## src/rtl/mem_arbiter_if.sv

```systemverilog
// Bus bundle for mem_arbiter: IM fetch port, DM data port and the shared
// single-port SRAM command/return signals.
// slave  = arbiter side, master = requesters plus the SRAM macro.
interface mem_arbiter_if #(
  parameter int ADDR_W = 14
);
  // Instruction-fetch port (read only)
  logic              im_req;
  logic [ADDR_W-1:0] im_addr;
  logic              im_grant;
  logic              im_rvalid;
  logic [31:0]       im_rdata;

  // Data port (read/write, per-bit write enable)
  logic              dm_req;
  logic              dm_web;
  logic [ADDR_W-1:0] dm_addr;
  logic [31:0]       dm_bweb;
  logic [31:0]       dm_wdata;
  logic              dm_grant;
  logic              dm_rvalid;
  logic [31:0]       dm_rdata;

  // Shared SRAM: read data appears on mem_do one cycle after the command
  logic              mem_ceb;
  logic              mem_web;
  logic [ADDR_W-1:0] mem_a;
  logic [31:0]       mem_bweb;
  logic [31:0]       mem_di;
  logic [31:0]       mem_do;

  modport slave (
    input  im_req, im_addr,
    output im_grant, im_rvalid, im_rdata,
    input  dm_req, dm_web, dm_addr, dm_bweb, dm_wdata,
    output dm_grant, dm_rvalid, dm_rdata,
    output mem_ceb, mem_web, mem_a, mem_bweb, mem_di,
    input  mem_do
  );

  modport master (
    output im_req, im_addr,
    input  im_grant, im_rvalid, im_rdata,
    output dm_req, dm_web, dm_addr, dm_bweb, dm_wdata,
    input  dm_grant, dm_rvalid, dm_rdata,
    input  mem_ceb, mem_web, mem_a, mem_bweb, mem_di,
    output mem_do
  );
endinterface

```

## src/rtl/mem_arbiter.sv

```systemverilog
// mem_arbiter: shares one single-port SRAM between an instruction-fetch
// port (IM) and a data port (DM). One command per cycle, grants are
// combinational, read data returns with a 1-cycle latency and is steered
// back to the requester recorded in a registered owner tag.
//
// Build option: define MEM_ARB_RR_EN to replace "DM priority with IM
// starvation guard" by plain round-robin on simultaneous requests.
module mem_arbiter #(
  parameter int ADDR_W     = 14,
  parameter int STARVE_MAX = 4    // legal range 1..15
) (
  input  logic          clk,
  input  logic          rst,
  mem_arbiter_if.slave  bus
);

  typedef enum logic [1:0] {
    OWN_NONE = 2'd0,
    OWN_IM   = 2'd1,
    OWN_DM   = 2'd2
  } owner_e;

  owner_e      owner_q, owner_d;
  logic [31:0] im_rdata_q, im_rdata_d;
  logic [31:0] dm_rdata_q, dm_rdata_d;
  logic        im_win, dm_win;

`ifdef MEM_ARB_RR_EN
  logic last_im_q, last_im_d;   // 1 = IM was granted most recently
`else
  localparam logic [3:0] STARVE_LIM = 4'(STARVE_MAX);
  logic [3:0] starve_cnt, starve_d;
`endif

  // Pick at most one winner from the current requests; nothing wins in reset.
  // NOTE: every always_comb output gets a default first, so no path can
  // leave it unassigned and infer a latch.
  always_comb begin
    im_win = 1'b0;
    dm_win = 1'b0;
    if (!rst) begin
      if (bus.im_req && bus.dm_req) begin
`ifdef MEM_ARB_RR_EN
        im_win = !last_im_q;
`else
        im_win = (starve_cnt == STARVE_LIM);
`endif
        dm_win = !im_win;
      end else begin
        im_win = bus.im_req;
        dm_win = bus.dm_req;
      end
    end
  end

  // Drive the SRAM command from the winner, idle values otherwise.
  always_comb begin
    bus.mem_ceb  = 1'b1;
    bus.mem_web  = 1'b1;
    bus.mem_a    = '0;
    bus.mem_bweb = '1;
    bus.mem_di   = '0;
    if (im_win) begin
      bus.mem_ceb = 1'b0;
      bus.mem_a   = bus.im_addr;
    end else if (dm_win) begin
      bus.mem_ceb  = 1'b0;
      bus.mem_web  = bus.dm_web;
      bus.mem_a    = bus.dm_addr;
      bus.mem_bweb = bus.dm_bweb;
      bus.mem_di   = bus.dm_wdata;
    end
  end

  // Next-state: owner of the next return, held read data, fairness state.
  always_comb begin
    owner_d = OWN_NONE;
    if (im_win) begin
      owner_d = OWN_IM;
    end else if (dm_win && bus.dm_web) begin
      owner_d = OWN_DM;
    end

    im_rdata_d = (owner_q == OWN_IM) ? bus.mem_do : im_rdata_q;
    dm_rdata_d = (owner_q == OWN_DM) ? bus.mem_do : dm_rdata_q;

`ifdef MEM_ARB_RR_EN
    last_im_d = last_im_q;
    if (im_win) begin
      last_im_d = 1'b1;
    end else if (dm_win) begin
      last_im_d = 1'b0;
    end
`else
    starve_d = 4'd0;
    if (bus.im_req && !im_win) begin
      starve_d = (starve_cnt == STARVE_LIM) ? STARVE_LIM : starve_cnt + 4'd1;
    end
`endif
  end

  // State registers with synchronous reset; an outstanding return is dropped.
  // NOTE: sequential state uses non-blocking assignments only, so every
  // register samples the pre-edge values regardless of statement order.
  always_ff @(posedge clk) begin
    if (rst) begin
      owner_q    <= OWN_NONE;
      im_rdata_q <= '0;
      dm_rdata_q <= '0;
`ifdef MEM_ARB_RR_EN
      last_im_q  <= 1'b0;
`else
      starve_cnt <= 4'd0;
`endif
    end else begin
      owner_q    <= owner_d;
      im_rdata_q <= im_rdata_d;
      dm_rdata_q <= dm_rdata_d;
`ifdef MEM_ARB_RR_EN
      last_im_q  <= last_im_d;
`else
      starve_cnt <= starve_d;
`endif
    end
  end

  // Requester-facing outputs; return data passes straight from mem_do.
  assign bus.im_grant  = im_win;
  assign bus.dm_grant  = dm_win;
  assign bus.im_rvalid = !rst && (owner_q == OWN_IM);
  assign bus.dm_rvalid = !rst && (owner_q == OWN_DM);
  assign bus.im_rdata  = rst ? 32'd0 : im_rdata_d;
  assign bus.dm_rdata  = rst ? 32'd0 : dm_rdata_d;

endmodule

```

## src/flat_wrapper.sv

```systemverilog
// flat-port wrapper written by rule: the top's interface ports become plain ports
module mem_arbiter_flat 
#(
  parameter int ADDR_W     = 14,
  parameter int STARVE_MAX = 4                        
)
  (clk, rst, bus_im_req, bus_im_addr, bus_im_grant, bus_im_rvalid, bus_im_rdata, bus_dm_req, bus_dm_web, bus_dm_addr, bus_dm_bweb, bus_dm_wdata, bus_dm_grant, bus_dm_rvalid, bus_dm_rdata, bus_mem_ceb, bus_mem_web, bus_mem_a, bus_mem_bweb, bus_mem_di, bus_mem_do);
  mem_arbiter_if #(.ADDR_W(ADDR_W)) bus_i ();
  input  logic clk;
  input  logic rst;
  input wire logic [$bits(bus_i.im_req)-1:0] bus_im_req;
  input wire logic [$bits(bus_i.im_addr)-1:0] bus_im_addr;
  output wire logic [$bits(bus_i.im_grant)-1:0] bus_im_grant;
  output wire logic [$bits(bus_i.im_rvalid)-1:0] bus_im_rvalid;
  output wire logic [$bits(bus_i.im_rdata)-1:0] bus_im_rdata;
  input wire logic [$bits(bus_i.dm_req)-1:0] bus_dm_req;
  input wire logic [$bits(bus_i.dm_web)-1:0] bus_dm_web;
  input wire logic [$bits(bus_i.dm_addr)-1:0] bus_dm_addr;
  input wire logic [$bits(bus_i.dm_bweb)-1:0] bus_dm_bweb;
  input wire logic [$bits(bus_i.dm_wdata)-1:0] bus_dm_wdata;
  output wire logic [$bits(bus_i.dm_grant)-1:0] bus_dm_grant;
  output wire logic [$bits(bus_i.dm_rvalid)-1:0] bus_dm_rvalid;
  output wire logic [$bits(bus_i.dm_rdata)-1:0] bus_dm_rdata;
  output wire logic [$bits(bus_i.mem_ceb)-1:0] bus_mem_ceb;
  output wire logic [$bits(bus_i.mem_web)-1:0] bus_mem_web;
  output wire logic [$bits(bus_i.mem_a)-1:0] bus_mem_a;
  output wire logic [$bits(bus_i.mem_bweb)-1:0] bus_mem_bweb;
  output wire logic [$bits(bus_i.mem_di)-1:0] bus_mem_di;
  input wire logic [$bits(bus_i.mem_do)-1:0] bus_mem_do;
  assign bus_i.im_req = bus_im_req;
  assign bus_i.im_addr = bus_im_addr;
  assign bus_im_grant = bus_i.im_grant;
  assign bus_im_rvalid = bus_i.im_rvalid;
  assign bus_im_rdata = bus_i.im_rdata;
  assign bus_i.dm_req = bus_dm_req;
  assign bus_i.dm_web = bus_dm_web;
  assign bus_i.dm_addr = bus_dm_addr;
  assign bus_i.dm_bweb = bus_dm_bweb;
  assign bus_i.dm_wdata = bus_dm_wdata;
  assign bus_dm_grant = bus_i.dm_grant;
  assign bus_dm_rvalid = bus_i.dm_rvalid;
  assign bus_dm_rdata = bus_i.dm_rdata;
  assign bus_mem_ceb = bus_i.mem_ceb;
  assign bus_mem_web = bus_i.mem_web;
  assign bus_mem_a = bus_i.mem_a;
  assign bus_mem_bweb = bus_i.mem_bweb;
  assign bus_mem_di = bus_i.mem_di;
  assign bus_i.mem_do = bus_mem_do;
  mem_arbiter #(.ADDR_W(ADDR_W), .STARVE_MAX(STARVE_MAX)) u_core (.clk(clk), .rst(rst), .bus(bus_i));
endmodule
```

## config.mk

```make
export PLATFORM = sky130hd
export DESIGN_NAME = mem_arbiter_flat
export DESIGN_NICKNAME = d
export VERILOG_FILES = /design/src/rtl/mem_arbiter_if.sv /design/src/rtl/mem_arbiter.sv /design/src/flat_wrapper.sv
export SDC_FILE = /design/constraint.sdc
export NUM_CORES = 1
export LEC_CHECK = 0
export BUFFER_PORTS_ARGS = -buffer_cell sky130_fd_sc_hd__clkbuf_2
export CAP_MARGIN = 0
export CELL_PAD_IN_SITES_DETAIL_PLACEMENT = 1
export CELL_PAD_IN_SITES_GLOBAL_PLACEMENT = 2
export CORE_ASPECT_RATIO = 0.6
export CORE_MARGIN = 8
export CORE_UTILIZATION = 19
export DETAILED_ROUTE_END_ITERATION = 16
export HOLD_SLACK_MARGIN = 0.12
export PLACE_DENSITY_LB_ADDON = 0.1
export SLEW_MARGIN = 20
export SYNTH_ARGS = -nofsm -noshare
export SYNTH_HDL_FRONTEND = slang
export SYNTH_SLANG_ARGS = --single-unit
```

## constraint.sdc

```tcl
create_clock -name clk -period 3.9 [get_ports clk]
set_input_delay 0.78 -clock clk [delete_from_list [all_inputs] [get_ports clk]]
set_output_delay 0.78 -clock clk [all_outputs]
set_load 0.005 [all_outputs]
```

==> results of run 1 <==
[flip-flops by register name (all words and copies together), names as in the netlist]
register,count
u_core.dm_rdata_q,32
u_core.im_rdata_q,32
u_core.owner_q,2
u_core.starve_cnt,4
[power by group through the flow]
stage | clock network, uW | registers (uW) | logic [uW]
after floorplan | 0 | 758 | 107
after global placement | 0 | 760 | 262
after detailed placement | 0 | 761 | 265
after CTS | 971 | 745 | 267
after global routing | 1010 | 747 | 290
final | 943 | 745 | 259
[critical path, delay by kind of cell (launching register included)]
| kind | cells | cell delay [ns] |
|---|---|---|
| AOI/OAI and AO/OA | 2 | 0.47 |
| adders and majority gates | 1 | 0.26 |
| buffers and inverters | 3 | 0.77 |
| DFF | 1 | 0.38 |
[area by class of cell]
class / count / area, um2 / area share, %
Antenna cell: 1 / 2.50 / 0.0505
Clock buffer: 11 / 233 / 4.69
Clock inverter: 5 / 106 / 2.14
Inverter: 4 / 15.0 / 0.303
Multi-Input combinational cell: 297 / 1530 / 30.8
Sequential cell: 70 / 1400 / 28.3
Tap cell: 209 / 262 / 5.27
Timing Repair Buffer: 280 / 1410 / 28.5
[stage by stage]
step / total power, uW / std cells / hold slack (ns) / worst slack, ns
final: 1950 / 877 / 0.459 / 0.878
after global routing: 2050 / 876 / 0.484 / 0.682
after CTS: 1980 / 876 / 0.463 / 0.840
after detailed placement: 1030 / 860 / 0.455 / 0.888
after global placement: 1020 / 860 / 0.444 / 0.934
after floorplan: 866 / 403 / 0.430 / 1.53
[cell families (layout without fill, tap and decap cells)]
group | count (synthesis) | count (layout) | synth area share [%]
compound gates | 82 | 82 | 15.6
xor+xnor | 1 | 1 | 0.286
fa+ha+maj | 2 | 2 | 0.816
buf+inv | 36 | 300 | 5.43
flops | 70 | 70 | 45.7
other cells | 0 | 1 | 0
simple gates | 212 | 212 | 32.2
[Yosys cell counts]
| cell type | count | area share [%] |
|---|---|---|
| a21oi_1 | 66 | 11 |
| a21oi_2 | 1 | 0.29 |
| a22o_1 | 14 | 4.0 |
| a41oi_2 | 1 | 0.53 |
| and2_1 | 33 | 6.7 |
| buf_1 | 4 | 0.49 |
| buf_2 | 19 | 3.1 |
| buf_4 | 2 | 0.49 |
| clkbuf_1 | 7 | 0.86 |
| dfxtp_1 | 70 | 46 |
| ha_1 | 2 | 0.82 |
| inv_1 | 4 | 0.49 |
| nand2_1 | 129 | 16 |
| nand2b_1 | 37 | 7.5 |
| nand3_1 | 1 | 0.16 |
| nand3b_1 | 1 | 0.24 |
| nand4b_1 | 1 | 0.29 |
| nor2_1 | 7 | 0.86 |
| nor2b_1 | 2 | 0.41 |
| nor3_1 | 1 | 0.16 |
| xnor2_1 | 1 | 0.29 |
[metal layers]
metal / routed length [um] / up-vias / GRT usage (%)
met5: 0 / - / 0
met4: 306 / 0 / 4.11
met3: 886 / 25 / 5.35
met2: 7420 / 110 / 25.4
met1: 6930 / 1720 / 17.3
li1: - / 1803 / -
[final timing paths]
| check | endpoint | slack, ns | cells past startpoint |
|---|---|---|---|
| max | bus_mem_a[9] | 0.88 | 6 |
| min | u_core.im_rdata_q[20] | 0.46 | 2 |
| max reg2reg | u_core.owner_q[1] | 2.10 | 5 |
| min reg2reg | u_core.im_rdata_q[20] | 0.46 | 2 |
==> results.cfg, run 1 <==
[route]
wirelength_um = 15500
ant_nets = 0
routedWlPerCell_um = 17.7
detailedRoute.firstPassIterationCount = 4
via_per_inst = 4.17
vias = 3658
drt_iter0_markers = 136
drcViolationCount = 0

[timing]
fin_crit_ns = 3.02
relSlewSlack_pct = 37.4
fmax_mhz = 331
final-max-slew-violation-count = 0
final_hold_viol_count = 0
grt_setup_unrepaired = no
tightest_slew_ns = 0.938
finalSetupViolCount = 0
fin_tns_setup_ns = 0
skew_ns = 0.00908
fin_crit_sh_pct = 77.5

[cells_and_area]
drive_gt1_share_pct = 44.8
layout.nets = 793
fin_util_pct = 31.0
final_common_cell = clkbuf_2
fin_area_um2 = 4960
area_growth_pct = 61.7
layout_common_cells = clkbuf_2, nand2_1, dfxtp_1
final.fill_count = 1993

[grt]
grt_antenna_before_repair = 0
grt_pass1_wl_um = 23800
grt_pass1_vias = 3982
grt_overflow_total = 0
grt_max_degree = 83
grtUsageTotal_pct = 14.8

[cts]
clock_path_buffers = 2
root_buffer = clkbuf_16
cts_made_buffers = 9
clk_pin_slew_worst_paths_ns = 0.06
post-cts-setup-buffers = 0
cts_tree = yes
holdBufCountCts = 0
ctsResizeCount = 0
clock_latency_ns = 0.33
ctsHtreeMaxLevel = 3
cts.sinks = 70

[pwr]
p_int_uw = 1490
p_leak_uw = 0.00235
p_clk_share_pct = 48.4
power_switching_uw = 459
ir_drop_uv = 167
power.sequential.fraction_pct = 38.3
power_density_nw_per_um2 = 393
p_comb_share_pct = 13.3
switching_share_pct = 23.6

[synth]
synth_nets = 534
ys_types = 21
synth_cells = 403
syn_avg_cell_area_um2 = 7.61
netlist_area_um2 = 3070
yosysWarnings = 0
ys_seq_area_share_pct = 45.7
yosys_register_bits = 70

[critical_path]
worstSetupStartpointType = register
crit_slowest_cell = buf_4
slowest_delay_ns = 0.59
reg2reg_from = u_core.starve_cnt[0]
cp.required_ns = 3.12
cp-startpoint = u_core.starve_cnt[0]
crit_fanout = 82
crit_chain = inv_1 > ha_1 > a41oi_4 > buf_4 > a22o_1 > clkbuf_2
critPathCaptureType = primary output
worstSetupPathType = reg -> out
crit_arrival_ns = 2.24

[floorplanning]
die_area_um2 = 20600
die_h_um = 114
fp.coreArea_um2 = 16000
start_util_pct = 19.2
die_x_um = 180
row_count = 36
ios = 277

[run]
cap_violations = 0

[min_path]
min_from = u_core.im_rdata_q[20]
worstHoldPathType = reg -> reg

[place]
port_buffers = 276
post-dp-hpwl_um = 12300
gp_congestion = 0.820
post_dp_cell_area_um2 = 4620

[run_status]
status = finished, final reports clean
Power figures use the tool's default switching activity.
==> run 2, diff against run 1 <==
--- a/config.mk
+++ b/config.mk
@@ -11,7 +11,7 @@
 export CELL_PAD_IN_SITES_GLOBAL_PLACEMENT = 2
 export CORE_ASPECT_RATIO = 0.6
 export CORE_MARGIN = 8
-export CORE_UTILIZATION = 19
+export CORE_UTILIZATION = 16
 export DETAILED_ROUTE_END_ITERATION = 16
 export HOLD_SLACK_MARGIN = 0.12
 export PLACE_DENSITY_LB_ADDON = 0.1
==> constraint.sdc (replaced) <==
create_clock -name clk -period 2.7 [get_ports clk]
set_input_delay 0.54 -clock clk [delete_from_list [all_inputs] [get_ports clk]]
set_output_delay 0.54 -clock clk [all_outputs]
set_load 0.005 [all_outputs]
==> results.cfg, run 2 (synthesis results as in run 1) <==
[run_status]
status = finished, final reports clean

[critical_path]
cp.required_ns = 2.16
reg2reg_depth = 4
crit_fanout = 18
critPathCaptureType = primary output
crit_end = bus_dm_rdata[29]
worstSetupStartpointType = register
timing.rr.end = u_core.dm_rdata_q[29]
cp-startpoint = u_core.owner_q[0]
worstSetupPathType = reg -> out
crit_arrival_ns = 1.92
reg2reg_from = u_core.owner_q[0]
reg2reg_slack_ns = 1.18

[cts]
clk_pin_slew_worst_paths_ns = 0.06
cts.sinks = 70
root_buffer = clkbuf_16
cts_made_buffers = 9
ctsHtreeMaxLevel = 3
ctsResizeCount = 0
clock_latency_ns = 0.33
clock_path_buffers = 2
cts_tree = yes

[timing]
fin_crit_sh_pct = 91.1
fmax_mhz = 407
grt_setup_unrepaired = no
hold_ws_ns = 0.426
tightest_slew_ns = 0.487
finalSetupViolCount = 0
final_hold_viol_count = 0
relSlewSlack_pct = 67.5
final-max-slew-violation-count = 0
fin_tns_setup_ns = 0
skew_ns = 0.00612
fin_crit_ns = 2.46
setup_ws_ns = 0.241

[route]
ant_nets = 0
drcViolationCount = 0
routedWlPerCell_um = 17.8
drt_iter0_markers = 99
detailedRoute.firstPassIterationCount = 4
via_per_inst = 3.96
wirelength_um = 16500
vias = 3657

[floorplanning]
fp.coreArea_um2 = 18900
die_h_um = 123
ios = 277
start_util_pct = 16.2
die_area_um2 = 24000
die_x_um = 195
row_count = 39

[cells_and_area]
regArea_um2 = 1400
layout_common_cells = clkbuf_2, nand2_1, dfxtp_1
final.fill_count = 2320
reg_top3 = u_core.dm_rdata_q x32, u_core.im_rdata_q x32, u_core.starve_cnt x4
final_common_cell = clkbuf_2
layout.nets = 804
area_growth_pct = 67.0
multi_input_area_um2 = 1530
drive_gt1_share_pct = 46.1

[grt]
grt_overflow_total = 0
grtUsageTotal_pct = 13.4
grt_pass1_wl_um = 24600
grt_max_degree = 44
grt_pass1_vias = 3955
grt_antenna_before_repair = 0

[pwr]
p_leak_uw = 0.00242
switching_share_pct = 24.6
power_switching_uw = 667
power_density_nw_per_um2 = 529
p_comb_share_pct = 14.7
power.sequential.fraction_pct = 39.7
p_int_uw = 2040
total_power_uw = 2710
p_clk_share_pct = 45.6
ir_drop_uv = 248

[place]
pre_cts_slack_ns = 0.312
port_buffers = 276
gp_congestion = 0.812
post-dp-hpwl_um = 13600

[min_path]
min_from = bus_dm_web
worstHoldPathType = in -> reg
whs_path_depth = 2

[run]
cap_violations = 0
[run 2: worst min-delay path by stage]
stage | end | slack (ns)
floorplan | u_core.starve_cnt[0] | 0.43
global placement | u_core.starve_cnt[0] | 0.45
detailed placement | u_core.dm_rdata_q[26] | 0.46
CTS | u_core.owner_q[1] | 0.41
global route | u_core.owner_q[1] | 0.42
finish | u_core.owner_q[1] | 0.43
[run 2: worst max-delay path: stages, from the launching register on]
cell and delay (ns):
dfxtp_1 0.44, nand2b_2 0.45, buf_12 0.22, nand2_1 0.07
a21oi_1 0.23, clkbuf_2 0.17
[run 2: timing repair]
action                     4_1_cts  5_1_grt
hold buffers                     0        0
buffers inserted                 0        2
hold endpoints to repair         0        0
setup endpoints to repair        0       68
[run 2: per-layer routing]
layer  GRT usage (%)  vias up  routed length [um]
li1                -     1824                   -
met1            16.8     1731                7630
met2            22.4       93                7820
met3            4.78        9                 886
met4            2.55        0                 140
met5               0        -                   0
[run 2: per-stage QoR]
step | util [%] | instances | area (um2)
after floorplan | - | 403 | 3070
after global placement | 25.3 | 906 | 4780
after detailed placement | 25.3 | 906 | 4780
after CTS | 27.0 | 921 | 5090
after global routing | 27.1 | 923 | 5120
final | 27.1 | 924 | 5120
[run 2: final cells by class]
class | instances | share of cell area, %
Timing Repair Buffer | 291 | 30.4
Multi-Input combinational cell | 297 | 29.9
Sequential cell | 70 | 27.4
Tap cell | 246 | 6.01
Clock buffer | 12 | 5.20
Clock inverter | 3 | 0.830
Inverter | 4 | 0.293
Antenna cell | 1 | 0.0489
[run 2: power groups by stage]
stage                     sequential, uW  combinational [uW]  clock, uW
after floorplan                     1090                 155          0
after global placement              1100                 403          0
after detailed placement            1100                 407          0
after CTS                           1080                 409       1290
after global routing                1080                 445       1340
final                               1080                 399       1240
==> run 3, diff against run 2 <==
--- a/config.mk
+++ b/config.mk
@@ -14,7 +14,7 @@
 export CORE_UTILIZATION = 16
 export DETAILED_ROUTE_END_ITERATION = 16
 export HOLD_SLACK_MARGIN = 0.12
-export PLACE_DENSITY_LB_ADDON = 0.1
+export PLACE_DENSITY = 0.84
 export SLEW_MARGIN = 20
 export SYNTH_ARGS = -nofsm -noshare
 export SYNTH_HDL_FRONTEND = slang
==> results.cfg, run 3 (synthesis results as in run 1) <==
[place]
port_buffers = 276
gp_congestion = 0.806
post-dp-hpwl_um = 12000
dp.cells = 904
post_dp_cell_area_um2 = 4750

[grt]
grt_pass1_wl_um = 22200
grt_max_degree = 68
grt_pass1_vias = 3844
grt_overflow_total = 0
grtUsageTotal_pct = 11.8
grt_antenna_before_repair = 0

[floorplanning]
fp.coreArea_um2 = 18900
start_util_pct = 16.2
die_x_um = 195
die_h_um = 123
ios = 277
die_area_um2 = 24000
row_count = 39

[timing]
grt_setup_unrepaired = no
finalSetupViolCount = 0
final-max-slew-violation-count = 0
fin_crit_sh_pct = 94.0
fin_tns_setup_ns = 0
fmax_mhz = 394
hold_ws_ns = 0.452
final_hold_viol_count = 0
tightest_slew_ns = 0.756
relSlewSlack_pct = 49.6
skew_ns = 0.00554
fin_crit_ns = 2.54

[cells_and_area]
diodes = 0
layout.nets = 800
reg_top3 = u_core.dm_rdata_q x32, u_core.im_rdata_q x32, u_core.starve_cnt x4
area_growth_pct = 65.7
fin_area_um2 = 5080
final_common_cell = clkbuf_2
regArea_um2 = 1400
multi_input_area_um2 = 1530
drive_gt1_share_pct = 45.5
layout_common_cells = clkbuf_2, nand2_1, dfxtp_1
fin_cells = 920
final.fill_count = 2370

[route]
via_per_inst = 3.92
drt_iter0_markers = 134
wirelength_um = 14600
routedWlPerCell_um = 15.9
detailedRoute.firstPassIterationCount = 4
ant_nets = 0
drcViolationCount = 0
vias = 3606

[cts]
root_buffer = clkbuf_16
cts_tree = yes
clock_path_buffers = 2
holdBufCountCts = 0
ctsResizeCount = 0
clk_pin_slew_worst_paths_ns = 0.06
cts.sinks = 70
ctsHtreeMaxLevel = 3
cts_made_buffers = 9
clock_latency_ns = 0.34
post-cts-setup-buffers = 0

[pwr]
p_leak_uw = 0.00240
power_density_nw_per_um2 = 546
p_int_uw = 2070
total_power_uw = 2780
power_switching_uw = 701
p_comb_share_pct = 13.8
p_clk_share_pct = 47.5
power.sequential.fraction_pct = 38.7
switching_share_pct = 25.3
ir_drop_uv = 265

[critical_path]
crit_arrival_ns = 2.00
reg2reg_depth = 4
worstSetupStartpointType = register
worstSetupPathType = reg -> out
cp.required_ns = 2.16
crit_fanout = 26
critPathCaptureType = primary output

[min_path]
whs_path_depth = 3
worstHoldPathType = in -> reg

[run]
cap_violations = 0

[run_status]
status = finished, final reports clean
run 3: changes by cell type in the layout (fill, tap and decap cells not counted), moves of 2 or more:
cell / delta
clkbuf_8: -3
clkinv_4: +3
buf_12: -2
buf_4: -2
nand2b_1: +2
nand2b_2: -2
run 3: worst paths after layout:
| check | end | slack (ns) | from |
|---|---|---|---|
| setup reg to reg | u_core.dm_rdata_q[19] | 1.20 | u_core.owner_q[0] |
| hold / removal | u_core.dm_rdata_q[28] | 0.45 | bus_mem_do[28] |
| hold reg to reg | u_core.im_rdata_q[14] | 0.46 | u_core.im_rdata_q[14] |
| setup / recovery | bus_mem_a[9] | 0.16 | u_core.starve_cnt[0] |
run 3: per-stage QoR:
stage,utilization (%),worst slack [ns]
floorplan,-,0.812
global placement,25.2,0.447
detailed placement,25.2,0.411
CTS,26.9,0.121
global route,26.9,0.0125
finish,26.9,0.162
run 3: cell type report:
type | count | area share, %
Clock inverter | 7 | 2.09
Inverter | 4 | 0.295
Clock buffer | 9 | 4.43
Tap cell | 246 | 6.06
Timing Repair Buffer | 287 | 29.5
Sequential cell | 70 | 27.6
Multi-Input combinational cell | 297 | 30.0
run 3: per-layer routing:
layer | global-route usage [%] | part of all wire [%] | routed length, um | up-vias
met2 | 18.2 | 43 | 6270 | 132
met4 | 2.40 | 1.1 | 155 | 0
met5 | 0 | 0 | 0 | -
li1 | - | - | - | 1816
met1 | 14.8 | 47 | 6920 | 1648
met3 | 5.71 | 8.8 | 1280 | 10
run 3: power groups by stage:
stage | Combinational, uW | Clock, uW | Sequential [uW]
after CTS | 394 | 1370 | 1070
after detailed placement | 392 | 0 | 1100
after global routing | 426 | 1410 | 1080
final | 383 | 1320 | 1080
after global placement | 389 | 0 | 1100
after floorplan | 155 | 0 | 1090
run 3: worst max-delay path, cell delays in order, from the launching register on:
cell	delay [ns]
dfxtp_1	0.37
inv_1	0.06
ha_1	0.25
a41oi_4	0.32
buf_4	0.29
a22o_1	0.23
clkbuf_2	0.13
